## src/rtl/obf_key_pkg.sv

```systemverilog
// Shared types and helpers for the obfuscation key loader.
// Optional parity stage is enabled by defining OBF_KEY_LOADER_PARITY_EN.
package obf_key_pkg;

  localparam int KEY_W_DEFAULT   = 2;
  localparam int TIMEOUT_DEFAULT = 16;

  // Encodings are pinned so the state register decodes identically in both builds
  typedef enum logic [2:0] {
    ST_IDLE   = 3'd0,
    ST_SHIFT  = 3'd1,
`ifdef OBF_KEY_LOADER_PARITY_EN
    ST_PARITY = 3'd2,
`endif
    ST_COMMIT = 3'd3,
    ST_LOCKED = 3'd4,
    ST_ERROR  = 3'd5
  } obf_key_state_t;

  // Zero-extension leaves parity unchanged, so any narrower vector may be passed in
  function automatic logic even_parity(input logic [63:0] vec);
    return ^vec;
  endfunction

endpackage

```

## src/rtl/obf_key_shift_reg.sv

```systemverilog
// Indexed shadow register that collects serial key bits before an atomic commit.
// Used unchanged whether or not OBF_KEY_LOADER_PARITY_EN is defined.
module obf_key_shift_reg
  import obf_key_pkg::*;
#(
  parameter int KEY_W = KEY_W_DEFAULT,
  parameter int IDX_W = (KEY_W > 1) ? $clog2(KEY_W) : 1
) (
  input  logic             clk,
  input  logic             rst,
  input  logic             clear,
  input  logic             wr_en,
  input  logic [IDX_W-1:0] wr_idx,
  input  logic             wr_bit,
  output logic [KEY_W-1:0] shadow
);

  always_ff @(posedge clk) begin
    if (rst || clear) begin
      shadow <= '0;
    end else if (wr_en) begin
      for (int i = 0; i < KEY_W; i++) begin
        if (wr_idx == IDX_W'(i)) shadow[i] <= wr_bit;
      end
    end
  end

endmodule

```

## src/rtl/obf_key_loader.sv

```systemverilog
// Serial key loader feeding the locked core's key bus; key_out changes only on commit.
// Define OBF_KEY_LOADER_PARITY_EN to require a trailing even-parity bit per load.
module obf_key_loader
  import obf_key_pkg::*;
#(
  parameter int KEY_W     = KEY_W_DEFAULT,
  parameter int TIMEOUT   = TIMEOUT_DEFAULT,
  parameter bit RELOAD_OK = 1'b0
) (
  input  logic             clk,
  input  logic             rst,
  input  logic             key_start,
  input  logic             key_bit,
  input  logic             key_valid,
  output logic             key_ready,
  output logic [KEY_W-1:0] key_out,
  output logic             key_locked,
  output logic             load_err,
  output logic             busy
);

  localparam int IDX_W = (KEY_W > 1) ? $clog2(KEY_W) : 1;
  localparam int TMR_W = $clog2(TIMEOUT + 1);

  obf_key_state_t   state, next_state;
  logic [IDX_W-1:0] cnt;
  logic [TMR_W-1:0] timer;
  logic [KEY_W-1:0] shadow;

  logic start_load, shadow_wr, timer_clr, timer_inc, commit, set_err;

  obf_key_shift_reg #(
    .KEY_W(KEY_W),
    .IDX_W(IDX_W)
  ) u_shadow (
    .clk   (clk),
    .rst   (rst),
    .clear (start_load),
    .wr_en (shadow_wr),
    .wr_idx(cnt),
    .wr_bit(key_bit),
    .shadow(shadow)
  );

  always_ff @(posedge clk) begin
    if (rst) begin
      state      <= ST_IDLE;
      cnt        <= '0;
      timer      <= '0;
      key_out    <= '0;
      key_locked <= 1'b0;
      load_err   <= 1'b0;
    end else begin
      state <= next_state;
      if (start_load) begin
        cnt      <= '0;
        timer    <= '0;
        load_err <= 1'b0;
      end else begin
        if (shadow_wr) cnt <= cnt + 1'b1;
        if (timer_clr) timer <= '0;
        else if (timer_inc) timer <= timer + 1'b1;
      end
      if (set_err) load_err <= 1'b1;
      if (commit) begin
        key_out    <= shadow;
        key_locked <= 1'b1;
      end
    end
  end

  // A restart request wins over a bit presented in the same cycle
  always_comb begin
    next_state = state;
    key_ready  = 1'b0;
    start_load = 1'b0;
    shadow_wr  = 1'b0;
    timer_clr  = 1'b0;
    timer_inc  = 1'b0;
    commit     = 1'b0;
    set_err    = 1'b0;
    case (state)
      ST_IDLE: begin
        if (key_start) begin
          start_load = 1'b1;
          next_state = ST_SHIFT;
        end
      end
      ST_SHIFT: begin
        key_ready = 1'b1;
        if (key_start) begin
          start_load = 1'b1;
        end else if (key_valid) begin
          shadow_wr = 1'b1;
          timer_clr = 1'b1;
          if (cnt == IDX_W'(KEY_W - 1)) begin
`ifdef OBF_KEY_LOADER_PARITY_EN
            next_state = ST_PARITY;
`else
            next_state = ST_COMMIT;
`endif
          end
        end else if (timer == TMR_W'(TIMEOUT - 1)) begin
          next_state = ST_ERROR;
        end else begin
          timer_inc = 1'b1;
        end
      end
`ifdef OBF_KEY_LOADER_PARITY_EN
      ST_PARITY: begin
        key_ready = 1'b1;
        if (key_start) begin
          start_load = 1'b1;
          next_state = ST_SHIFT;
        end else if (key_valid) begin
          timer_clr  = 1'b1;
          next_state = even_parity(64'({shadow, key_bit})) ? ST_ERROR : ST_COMMIT;
        end else if (timer == TMR_W'(TIMEOUT - 1)) begin
          next_state = ST_ERROR;
        end else begin
          timer_inc = 1'b1;
        end
      end
`endif
      ST_COMMIT: begin
        commit     = 1'b1;
        next_state = ST_LOCKED;
      end
      ST_LOCKED: begin
        if (RELOAD_OK && key_start) begin
          start_load = 1'b1;
          next_state = ST_SHIFT;
        end
      end
      ST_ERROR: begin
        set_err    = 1'b1;
        next_state = key_locked ? ST_LOCKED : ST_IDLE;
      end
      default: next_state = ST_IDLE;
    endcase
  end

  assign busy = (state != ST_IDLE) && (state != ST_LOCKED);

endmodule
```

## config.mk

```make
export PLATFORM = sky130hd
export DESIGN_NAME = obf_key_loader
export DESIGN_NICKNAME = d
export VERILOG_FILES = /design/src/rtl/obf_key_pkg.sv /design/src/rtl/obf_key_shift_reg.sv /design/src/rtl/obf_key_loader.sv
export SDC_FILE = /design/constraint.sdc
export NUM_CORES = 1
export LEC_CHECK = 0
export CORE_MARGIN = 5
export CORE_UTILIZATION = 50
export CTS_CLUSTER_SIZE = 12
export DETAILED_ROUTE_END_ITERATION = 10
export PLACE_DENSITY = 0.81
export SLEW_MARGIN = 20
export SYNTH_ARGS = -nofsm -noshare
export SYNTH_HDL_FRONTEND = slang
export SYNTH_HIERARCHICAL = 1
export SYNTH_SLANG_ARGS = --single-unit
```

## constraint.sdc

```tcl
create_clock -name clk -period 2.52 [get_ports clk]
set_input_delay 0.378 -clock clk [delete_from_list [all_inputs] [get_ports clk]]
set_output_delay 0.378 -clock clk [all_outputs]
set_load 0.1 [all_outputs]
```

# Word level (Yosys, flattened, before mapping)
# Cells that the tools add are included.
totals:
  reg_bits: 15
  in_bits: 5
  word_cells: 54
op_classes:
  add_sub_neg: 2
  n_eq_ne: 10
  muxes: 21
  bitwise: 2
  reduce_logical: 11
op_table:
  columns: ["cell", "count"]
  rows:
  - ["two-way mux 3 bit", 6]
  - ["case mux 3 bit (5 select lines)", 1]
  - ["two-way mux 1 bit", 14]
  - ["!= test 3 bit (second input constant)", 3]
  - ["equality test 3 bit (second input constant)", 2]
  - ["adder 5 x 1 -> 5 bit (second input constant)", 1]
  - ["equality test 5 x 4 -> 1 bit (second input constant)", 1]
  - ["AND reduction 5 bit", 1]
  - ["!= test 2 bit (second input constant)", 2]
  - ["AND reduction 2 bit", 2]
  - ["OR reduction 2 bit", 2]
  - ["equality test 3 x 1 -> 1 bit (second input constant)", 1]
  - ["equality test 3 x 2 -> 1 bit (second input constant)", 1]
  - ["logical NOT 3 bit", 1]
  - ["nonzero test 3 bit", 1]
  - ["OR reduction 3 bit", 1]
  - ["NOT 1 bit", 2]
  - ["nonzero test 2 bit", 1]
  - ["adder 1 bit (second input constant)", 1]
  - ["logical AND 1 bit", 1]
  - ["logical OR 1 bit", 1]

# Logic depth before layout (Yosys ltp)
# Gate-level depths: netlist (run 1).
logic_depth:
  ltp_word: 5
  mapped_depth: 7
  ltp_nobuf: 6

# Hierarchy
# The synthesis (run 1) kept the hierarchy.
by_module_without_submodules:
  columns: ["mod", "instances", "cells_each", "area_each_um2", "seq_area_each_um2"]
  rows:
  - ["obf_key_loader", 1, 75, 644.4, 260.2]
  - ["obf_key_shift_reg", 1, 8, 92.6, 40.0]

# Worst setup path before layout (run 1)
# No wires, ideal clock.
synth_timing:
  kind: "reg-to-output"
  startpoint: "reg state[0]"
  endpoint: "out key_ready"
  arrival_time_ns: 1.764
  required_time_ns: 2.142
  slack_ns: 0.378
  stages_incl_launch_ff: 4
  n_path_buf: 1
  cell_sequence: "dfxtp_1 buf_2 nand2b_1 nor2_1"
synth_between:
  elab_chain_cells: 2
synth_rtl:
  columns: ["item", "line_no", "rtl"]
  rows:
  - ["from (decl)", "obf_key_loader.sv:25", "obf_key_state_t state, next_state;"]
  - ["from (signal assigned)", "obf_key_loader.sv:54", "state <= next_state;"]
  - ["equality test 3 x 1 -> 1 bit", "obf_key_loader.sv:82", "case (state)"]
  - ["two-way mux 1 bit", "obf_key_loader.sv:82", null]
  - ["to (decl)", "obf_key_loader.sv:15", "output logic key_ready,"]
# Every way passes these cells.

# Worst setup path after layout (run 1)
layout_timing:
  startpoint: "reg timer[0]"
  endpoint: "reg timer[3]"
layout_between:
  elab_chain_cells: 5
  elab_cells_between_ends: 6
  classes_between: "add/sub (1); eq/ne (1); mux (4)"
layout_rtl:
  columns: ["item", "line_no", "rtl"]
  rows:
  - ["from (decl)", "obf_key_loader.sv:27", "logic [TMR_W-1:0] timer;"]
  - ["from (signal assigned)", "obf_key_loader.sv:62", "else if (timer_inc) timer <= timer + 1'b1;"]
  - ["equality test 5 x 4 -> 1 bit", "obf_key_loader.sv:103", "end else if (timer == TMR_W'(TIMEOUT - 1)) begin"]
  - ["two-way mux 1 bit", "obf_key_loader.sv:103", null]
  - ["two-way mux 1 bit", "obf_key_loader.sv:93", "end else if (key_valid) begin"]
  - ["two-way mux 1 bit", "obf_key_loader.sv:91", "if (key_start) begin"]
  - ["two-way mux 1 bit", "obf_key_loader.sv:82", null]
# Parallel ways exist; a longest one is shown, timed or not.
# A chain may end at the register's enable or synchronous reset.

==> metrics.cfg, run 1 <==
[global_route]
grt_pass1_wl_um = 2463
grt_pass1_vias = 562
globalRouteTotalUtil_pct = 12.86
grt-ovfl-total = 0
grt_max_degree = 13
grt_antenna_before_repair = 0

[detailed_routing]
dr.pass1.iters = 4
wl_per_cell_um = 12.82
drt_first_iter_violations = 4
wl_um = 1397
ant_nets = 0
avgViaCountPerCell = 5.560
drcViolationCount = 0
via_count = 606

[critical_path]
cp_data_arrival_time_ns = 2.20
crit_type = register to register
critPathLaunchType = register
rrSetupSlack_ns = 0.55
end_kind = register
crit_fanout = 7
critPathRequiredTime_ns = 2.75

[yosys]
synth_ff_type = dfxtp_1
syn-num-nets = 90
ys_types = 36
netlist.area_leader.share_pct = 40.75
ys_seq_area_share_pct = 40.75
synth_top_area_cell = dfxtp_1
synthCells = 83
synthArstFlopShare_pct = 0
netlist_area_sq_um = 737.0
syn_area_per_cell_sq_um = 8.879
ys_warn_count = 6
synthTopCellsByArea = dfxtp_1 41%, mux2i_1 5.4%, a21oi_1 4.1%
synth_seq_cells = 15
synth-edff-count = 0

[power]
power_density_nw_per_um2 = 510.4
seqPwrFrac_pct = 55.3
combPwrFrac_pct = 13.4
power_mw = 0.4400
p_switching_mw = 0.1201
ir_drop_mv = 0.3526
pwr-share-clk_pct = 31.3
swShare_pct = 27.28
p_int_mw = 0.3200
power_leakage_nw = 0.3579

[layout]
area_growth_pct = 16.98
nets = 102
drive_gt1_share_pct = 20.21
finish.utilization_pct = 63.86
num_antenna_cells = 0

[clock_tree]
clk_path_buf_depth = 2
clock-sinks = 15
cts_resized = 0
cts.clk_slew.worst_paths_ns = 0.10
cts_made_buffers = 3
h-tree-depth = 1
cts_tree = done
cts_hold_buf = 0
cts_post_setup_buffers_inserted = 0
insertion_delay_ns = 0.28
cts.root.buffer_cell = clkbuf_4

[die]
row_count = 13
core_sq_um = 1350
initial_core_util_pct = 54.59
die_h_um = 48.39
ios = 11
fp.dieArea_sq_um = 2342
die_x_um = 48.39

[run]
drv_cap = 0

[placed_design]
portBuffers = 10
dp_hpwl_um = 1035
gp_congestion = 0.7773
place_ws_ns = 0.3190

[timing]
setup_viol = 0
fmax_mhz = 508.9
hold_viol_final = 0
fin_skew_ns = 0.01040
tightestPinTransition_ns = 0.4106
fin_crit_sh_pct = 77.98
setup_slack_ns = 0.5548
slew_viol_final = 0
tns_ns = 0
relSlewSlack_pct = 72.24
rsz0062_at_grt = no
fin_crit_ns = 1.965

[min_path]
min_path_type = register to register

[run_status]
status = finished, final reports clean

-- routing by layer --
metal,GRT usage [%],part of all wire [%],vias up
met3,6.422,5.7,2
met1,17.22,50,276
met4,4.147,0.86,0
li1,-,-,318
met2,17.61,44,10
met5,0,0,-
-- logic make-up (layout without fill, tap and decap cells) --
kind of cell	after synthesis	after routing	synth area share, %
flops	15	15	40.75
fa+ha+maj	2	2	3.395
simple gates	31	31	25.98
mux	5	5	6.961
buf+inv	10	21	5.433
compound gates	20	20	17.49
-- worst paths after layout --
kind,start,to,cells after the start
worst max-delay path,timer[0],timer[3],6
worst min-delay path,key_locked,key_locked,2
worst max register to register,timer[0],timer[3],6
worst min register to register,key_locked,key_locked,2
-- synth_stat cells, types with 2 or more instances --
| master | n |
|---|---|
| o21ai_0 | 4 |
| dfxtp_1 | 15 |
| clkbuf_1 | 2 |
| nand3_1 | 3 |
| a21oi_1 | 6 |
| inv_1 | 5 |
| nor2_1 | 7 |
| nor3_1 | 2 |
| o31ai_1 | 3 |
| nand2b_1 | 2 |
| buf_2 | 2 |
| or2_2 | 2 |
| ha_1 | 2 |
| nand2_1 | 2 |
| nor2b_1 | 2 |
| mux2i_1 | 4 |
-- power groups by stage --
stage / clock (mW) / combinational (mW) / sequential (mW)
after global placement: 0 / 0.0575 / 0.249
after floorplan: 0 / 0.0436 / 0.247
after global routing: 0.156 / 0.0633 / 0.244
final: 0.138 / 0.0588 / 0.243
after detailed placement: 0 / 0.0585 / 0.249
after CTS: 0.143 / 0.0588 / 0.243
-- state kept, by name (all words and copies together) (netlist names) --
signal and flops:
load_err 1, key_locked 1, u_shadow/shadow 2, timer 5, state 3, cnt 1
key_out 2
-- final cells by class --
class | instances | area [sq um]
Fill cell | 129 | 488.0
Inverter | 5 | 18.77
Tap cell | 15 | 18.77
Clock buffer | 3 | 22.52
Clock inverter | 1 | 5.005
Timing Repair Buffer | 12 | 100.1
Multi-Input combinational cell | 58 | 396.6
Sequential cell | 15 | 300.3
-- metrics by stage --
step	hold WS (ns)	instances	instance area [sq um]
CTS	0.4840	109	862.1
floorplan	0.4489	83	737.0
global placement	0.4496	105	834.6
finish	0.4764	109	862.1
detailed placement	0.4691	105	834.6
global route	0.4991	109	862.1
-- worst max-delay path, cell delays in order (launching register included) --
cell	delay, ns
dfxtp_1	0.34
ha_1	0.21
and3_1	0.19
ha_1	0.20
or2_2	0.33
or4_4	0.49
a21oi_2	0.14
-- placed cells by master, fill, tap and decap left out, types with 2 or more instances in the layout --
master	instances
clkbuf_4	3
nor2b_1	2
nor2_1	7
dfxtp_1	15
or2_2	2
nor3_1	2
inv_1	5
buf_4	8
mux2i_1	4
clkdlybuf4s50_1	4
nand2b_1	2
o31ai_1	3
ha_1	2
a21oi_1	6
o21ai_0	4
nand3_1	3
nand2_1	2
Note: power is estimated with default switching activity, not from simulation.
==> inputs of run 2 (changes only) <==
clock period = 2 ns   (was 2.52 ns; I/O delays follow)
==> run 2 against run 1 <==
- global-route usage rose by 0.50 points
- core utilization increased by 7.2 points
- clock power rose by 27%
- via count up 8.1%
- wire length increased by 6.9%
- maximum frequency increased by 4.6%
- clock skew fell by 0.0063 ns
- first-iteration DRC count up 130%
- final area increased by 11%
- non-clock buffer count up 9
- critical endpoint unchanged
- highest routed layer unchanged
==> metrics.cfg, run 2 (synthesized netlist as in run 1, its figures left out) <==
[global_route]
busiest_layer = met2
grt-ovfl-total = 0
grt_max_degree = 12
grt_antenna_before_repair = 0
grt_pass1_vias = 602
global_route.usage.met3_pct = 3.670
use_met1_pct = 17.93
use_met2_pct = 19.13
grt_pass1_wl_um = 2587
globalRouteTotalUtil_pct = 13.36

[detailed_routing]
via_count = 655
drt_first_iter_violations = 9
wl_per_cell_um = 12.66
avgViaCountPerCell = 5.551
dr.pass1.iters = 4
wl_um = 1494
ant_nets = 0
drcViolationCount = 0

[timing]
rsz0062_at_grt = no
setup_slack_ns = 0.1206
fmax_mhz = 532.1
relSlewSlack_pct = 76.38
fin_crit_sh_pct = 93.97
tightestPinTransition_ns = 0.3494
hold_viol_final = 0
slew_viol_final = 0
hold_ws_ns = 0.4770
fin_crit_ns = 1.879
fin_skew_ns = 0.004061
setup_viol = 0

[run]
drv_cap = 0

[layout]
num_antenna_cells = 0
largest_register_ffs = 5
drive_gt1_share_pct = 28.16
finish.utilization_pct = 71.08
stdcell_count = 118
nets = 111
largest_register = timer
layout_common_cells = 15 x dfxtp_1, 15 x buf_4, 6 x nor2_1, 6 x a21oi_1, 5 x inv_1
top_regs = timer: 5 flops, state: 3 flops
final_area_sq_um = 959.7
area_growth_pct = 30.22

[clock_tree]
h-tree-depth = 1
cts_post_setup_buffers_inserted = 0
cts.clk_slew.worst_paths_ns = 0.10
clk_path_buf_depth = 2
cts.root.buffer_cell = clkbuf_4
insertion_delay_ns = 0.28
cts_made_buffers = 3
cts_tree = done
clock-sinks = 15

[critical_path]
worstRegToRegCells = 6
crit_type = register to register
crit_fanout = 7
critical_path.endpoint = timer[3]
rr_startpoint = timer[0]
critPathRequiredTime_ns = 2.23
cp_data_arrival_time_ns = 2.11
critPathLaunchType = register
worst_r2r_endpoint = timer[3]
rrSetupSlack_ns = 0.12
end_kind = register
startpoint = timer[0]

[power]
ir_drop_mv = 0.3348
power_density_nw_per_um2 = 602.1
power_leakage_nw = 0.4102

[placed_design]
dp_hpwl_um = 1141
portBuffers = 10
gp_congestion = 0.8029
place_ws_ns = -0.01064
place_area_sq_um = 929.6
dp_cells = 114

[die]
row_count = 13
core_sq_um = 1350
die_h_um = 48.39
die_x_um = 48.39
ios = 11
fp.dieArea_sq_um = 2342
initial_core_util_pct = 54.59

[min_path]
min_path_type = register to register

[run_status]
status = finished, final reports clean

[run 2: worst min path at each step]
stage	depth (start not counted)	endpoint	slack [ns]	from
CTS	2	key_locked	0.48	key_locked
finish	2	key_locked	0.48	key_locked
detailed placement	2	key_locked	0.46	key_locked
global route	2	key_locked	0.52	key_locked
global placement	2	key_locked	0.45	key_locked
floorplan	1	u_shadow/shadow[0]	0.37	rst
[run 2: critical path, cell delays in order, from the launching register on]
cell and delay (ns):
dfxtp_1 0.35, ha_1 0.21, and3_1 0.19, ha_1 0.21, or2_4 0.27, or4_4 0.48, a21oi_2 0.13
[run 2: what timing repair did]
item,in CTS,in global routing
resized for setup,0,1
hold buffers,0,0
setup endpoints to repair,0,2
[run 2: layout make-up]
| class | count | area [sq um] |
|---|---|---|
| Clock buffer | 3 | 22.52 |
| Clock inverter | 1 | 5.005 |
| Fill cell | 102 | 390.4 |
| Inverter | 5 | 18.77 |
| Multi-Input combinational cell | 58 | 401.6 |
| Sequential cell | 15 | 300.3 |
| Tap cell | 15 | 18.77 |
| Timing Repair Buffer | 21 | 192.7 |
[run 2: stage by stage]
step	power [mW]	TNS, ns
final	0.5778	0
after floorplan	0.3660	0
after global routing	0.6062	0
after detailed placement	0.4079	-0.01064
after global placement	0.4071	0
after CTS	0.5836	0
[run 2: routing by layer]
layer  routed length (um)  share of wire (%)
met1                  756                 51
met2                  651                 44
met3                   56                3.7
met4                   29                1.9
met5                    0                  0
[run 2: report_power, final]
part | switching [mW] | internal (mW)
sequential | 0.00280 | 0.302
combinational | 0.0537 | 0.0444
clock | 0.101 | 0.0742
==> inputs of run 3 (changes only) <==
CORE_UTILIZATION = 51   (was 50)
PLACE_DENSITY = 0.82   (was 0.81)
SYNTH_HIERARCHICAL = unset   (was 1)
==> run 3 against run 2 <==
- core utilization fell by 0.35 points
- combinational power fell by 4.4%
- maximum frequency rose by 0.38%
- global-route usage rose by 1.6 points
- synthesized cell count did not move
- clock power barely moved
- critical path depth did not move
- synthesized area rose by 0.68%
- wire length fell by 0.94%
- worst setup slack improved by 0.0071 ns
- critical path type unchanged
==> metrics.cfg, run 3 <==
[run_status]
status = finished, final reports clean

[die]
core_sq_um = 1334
ios = 11
fp.dieArea_sq_um = 2317
die_x_um = 48.14
row_count = 13
initial_core_util_pct = 55.63
die_h_um = 48.14

[global_route]
grt_pass1_wl_um = 2366
grt_antenna_before_repair = 0
grt_max_degree = 13
grt-ovfl-total = 0
globalRouteTotalUtil_pct = 14.91
grt_pass1_vias = 556

[yosys]
synthTopCellsByArea = dfxtp_1 40%, a21oi_1 5.4%, mux2i_1 5.4%
synth_top_area_cell = dfxtp_1
synth_most_common_cell = dfxtp_1
synth-edff-count = 0
netlist.area_leader.share_pct = 40.47
syn-num-nets = 90
synth_seq_cells = 15
ys_types = 33
synthCells = 83
ys_warn_count = 0
netlist_area_sq_um = 742.0
yosys-top-cells-count = 15 x dfxtp_1, 8 x a21oi_1, 7 x inv_1
ys_seq_area_share_pct = 40.47
synthArstFlopShare_pct = 0
syn_area_per_cell_sq_um = 8.939
synth_ff_type = dfxtp_1

[critical_path]
end_kind = register
crit_type = register to register
worstRegToRegCells = 6
cp_data_arrival_time_ns = 2.10
worst_r2r_endpoint = timer[3]
critPathLaunchType = register
rrSetupSlack_ns = 0.13
crit_fanout = 7
rr_startpoint = timer[0]
critPathRequiredTime_ns = 2.22

[power]
power_density_nw_per_um2 = 607.5
power_leakage_nw = 0.4026
ir_drop_mv = 0.3418

[timing]
hold_ws_ns = 0.4824
setup_slack_ns = 0.1277
fin_crit_sh_pct = 93.62
fin_crit_ns = 1.872
relSlewSlack_pct = 80.34
slew_viol_final = 0
fin_skew_ns = 0.001135
rsz0062_at_grt = no
hold_viol_final = 0
setup_viol = 0
tightestPinTransition_ns = 0.2926
fmax_mhz = 534.1

[clock_tree]
clk_path_buf_depth = 2
clock-sinks = 15
cts.root.buffer_cell = clkbuf_4
cts.clk_slew.worst_paths_ns = 0.09
cts_made_buffers = 3
cts_tree = done
insertion_delay_ns = 0.28
h-tree-depth = 1

[min_path]
min_path_type = register to register
min_delay_worst_endpoint = timer[3]
min_from = timer[3]
holdPathStages = 2

[placed_design]
dp_cells = 112
place_area_sq_um = 914.6
gp_congestion = 0.7981
dp_hpwl_um = 1092
place_ws_ns = -0.04173
portBuffers = 10

[layout]
finish.utilization_pct = 70.73
largest_register = timer
drive_gt1_share_pct = 25.74
layout_commonest_cell = dfxtp_1
final_area_sq_um = 943.4
area_growth_pct = 27.15
nets = 109
largest_register_ffs = 5
top_regs = timer: 5 flops, state: 3 flops
num_antenna_cells = 0
layout_common_cells = 15 x dfxtp_1, 14 x buf_4, 8 x a21oi_1, 7 x inv_1, 6 x nand3_1
stdcell_count = 116

[run]
drv_cap = 0

[detailed_routing]
dr.pass1.iters = 4
avgViaCountPerCell = 5.707
drt_first_iter_violations = 15
drcViolationCount = 0
wl_um = 1480
via_count = 662
wl_per_cell_um = 12.76
ant_nets = 0

==> run 3: cell count changes in the layout (fill, tap and decap cells not counted), moves of 2 or more <==
cell	before	now
nand3_1	3	6
a21oi_1	6	8
nand2_1	2	0
inv_1	5	7
nand2b_1	2	0
==> run 3: final cells by class <==
cell class              count  area, sq um
inverters                   7        26.28
fillers                   106        390.4
clock buffers               4        26.28
well taps                  15        18.77
repair buffers             20        185.2
flip-flops and latches     15        300.3
multi-input cells          55        386.6
==> run 3: power breakdown <==
group,internal (mW),switching [mW]
registers,0.301,0.00157
logic,0.0419,0.0520
clock network,0.0775,0.0990
==> run 3: kinds of logic (layout without fill, tap and decap cells) <==
family / count (synthesis) / in the layout / share of synthesized area [%]
mux: 5 / 5 / 6.914
fa+ha+maj: 2 / 2 / 3.372
simple gates: 26 / 26 / 21.08
compound gates: 22 / 22 / 18.89
buf+inv: 13 / 31 / 9.275
flops: 15 / 15 / 40.47
==> run 3: stage by stage <==
stage	setup TNS, ns	power (mW)
global placement	-0.01364	0.4005
CTS	0	0.5748
detailed placement	-0.05758	0.4024
floorplan	0	0.3627
global route	0	0.5934
finish	0	0.5731
==> run 3: worst max path at each step <==
| stage | start | endpoint | slack [ns] | depth (start not counted) |
|---|---|---|---|---|
| 3_5_place_dp | key_start | timer[3] | -0.04 | 4 |
| 2_1_floorplan | timer[0] | timer[3] | 0.08 | 7 |
| 5_1_grt | timer[0] | timer[3] | 0.07 | 6 |
| 6_report | timer[0] | timer[3] | 0.13 | 6 |
| 3_3_place_gp | key_start | timer[3] | -0.01 | 4 |
| 4_1_cts | timer[0] | timer[3] | 0.05 | 6 |
==> run 3: what timing repair did <==
item | in CTS | in global routing
hold buffers | 0 | 0
gates resized for setup | 0 | 1
setup endpoints to repair | 0 | 1
buffers inserted | 0 | 0
==> run 3: worst max-delay path: stages, from the launching register on <==
cell and delay (ns):
dfxtp_1 0.34, ha_1 0.21, and3_1 0.18, ha_1 0.20
or2_4 0.26, or4_1 0.47, a21oi_1 0.14
==> run 3: per-layer routing <==
layer  global-route usage [%]  up-vias  share of wire (%)
li1                         -      336                  -
met1                    19.91      308                 50
met2                    21.35       13                 42
met3                    4.428        5                5.0
met4                    8.065        0                2.2
met5                        0        -                  0
==> RTL edit: new RTL, settings of run 2 <==
The 5 states of `obf_key_state_t` get a Gray code encoding in 3 bits.
--- a/src/rtl/obf_key_pkg.sv
+++ b/src/rtl/obf_key_pkg.sv
@@ -7,14 +7,14 @@
 
   // Encodings are pinned so the state register decodes identically in both builds
   typedef enum logic [2:0] {
-    ST_IDLE   = 3'd0,
-    ST_SHIFT  = 3'd1,
+    ST_IDLE   = 3'b000,
+    ST_SHIFT  = 3'b001,
 `ifdef OBF_KEY_LOADER_PARITY_EN
     ST_PARITY = 3'd2,
 `endif
-    ST_COMMIT = 3'd3,
-    ST_LOCKED = 3'd4,
-    ST_ERROR  = 3'd5
+    ST_COMMIT = 3'b011,
+    ST_LOCKED = 3'b010,
+    ST_ERROR  = 3'b110
   } obf_key_state_t;
 
   // Zero-extension leaves parity unchanged, so any narrower vector may be passed in
Function: no difference found for any inputs over 10 cycles, from zero or initial values and one cycle with rst high; not proved beyond that.
==> RTL edit against run 2 <==
- worst hold slack gained 0.0071 ns
- largest cell class unchanged
- final cell count shrank 3.4%
- core utilization shrank 3.0 points
- sequential cell count is the same
- cell area shrank 4.2%
- die area shrank 0.54%
- via count grew 1.2%
- wire length grew 1.8%
- setup slack gained 0.034 ns
- area after synthesis shrank 0.68%
- total power shrank 2.2%
==> RTL edit: results (changes against run 2) <==
The average cell area after synthesis came out at 8.926 µm² (+0.53%). The internal cell power is 0.0004153 W (-1.2%). The total routed wirelength came out at 1521 µm (+1.8%).

The synthesized instance count is 82 (-1.2%). The met3 layer wire length in the routed design is 108 µm (+93%). The standard cell area after detailed placement is 889.6 µm² (-4.3%). The met1 routed wirelength after detailed routing was 694 µm (-8.2%). The non-clock buffer instance count of the final layout came out at 16 (-24%). The wire length of the first global-routing pass is 2401 µm (-7.2%). The clock skew came out at 0.01482 ns (+0.01075 ns). The multi-input combinational gate total is 59 (+1.7%).

The fraction of met2 tracks used by global routing came out at 23.18% (+4.0 points). The run finished with clean final reports. The length of routed met2 wiring is 705 µm (+8.3%).

The share of final-layout standard cells stronger than drive strength 1 came out at 25.25% (-2.9 points). The number of distinct library cells after synthesis is 30 (-17%). The relative area of clock buffers and inverters in the final design came out at 2.857% (-0.011 points). The register area was 301.5 µm² (+0.42%).

The first-iteration detailed-routing DRC count is 15 (+6). The count of clock buffers in the final design came out at 4 (+1). The critical path data arrival time came to 2.08 ns (-0.03 ns). The largest individual stage delay along the critical path comes from the cell or4_1. The number of global-route vias before repair is 579 (-3.8%). The non-clock buffer contribution to total cell area is 16.87% (-3.2 points). The slew at the pin closest to its max-slew limit came out at 0.4053 ns (+0.05588 ns). The global-route met3 utilization is 6.642% (+3.0 points). The area of combinational cells with multiple inputs came out at 399.1 µm² (-0.62%).

The sequential area share after synthesis is 41.03% (+0.28 points). The layout net count was 107 (-3.6%). The weighted congestion at the end of routability-driven global placement is 0.7461 (-7.1%). The number of inserted filler cells in the final layout is 110 (+7.8%).

The half-perimeter wire length of the detailed placement result is 1117 µm (-2.1%). The largest net degree at the start of global routing is 11 (-1). The utilization of the core after routing is 68.12% (-3.0 points). The maximum net fanout on the critical path is 6 (-1).

The average vias per placed instance is 5.816 (+4.8%). The pre-CTS worst setup slack is -0.01449 ns (-0.003854 ns). The routed wirelength normalized by instance count is 13.34 µm (+5.4%).
## RTL edit: logic make-up after synthesis
group                      Yosys count  share of synthesized area (%)
muxes                                4                          5.470
and+or+nand+nor                     31                          28.38
AOI/OAI and AO/OA                   22                          16.58
buffers and inverters                8                          5.127
DFF                                 15                          41.03
adders and majority gates            2                          3.418
## RTL edit: power groups by stage
stage | logic, W | registers, W | clock network, W
3_5_place_dp | 0.0000831 | 0.000313 | 0
2_1_floorplan | 0.0000507 | 0.000312 | 0
6_report | 0.0000846 | 0.000306 | 0.000175
4_1_cts | 0.0000833 | 0.000306 | 0.000178
3_3_place_gp | 0.0000821 | 0.000312 | 0
5_1_grt | 0.0000891 | 0.000307 | 0.000191
## RTL edit: path summary, 6_finish.rpt
kind | to | cells after the start | slack (ns)
max reg2reg | timer[3] | 6 | 0.16
min | timer[4] | 2 | 0.48
max | timer[3] | 6 | 0.16
min reg2reg | timer[4] | 2 | 0.48
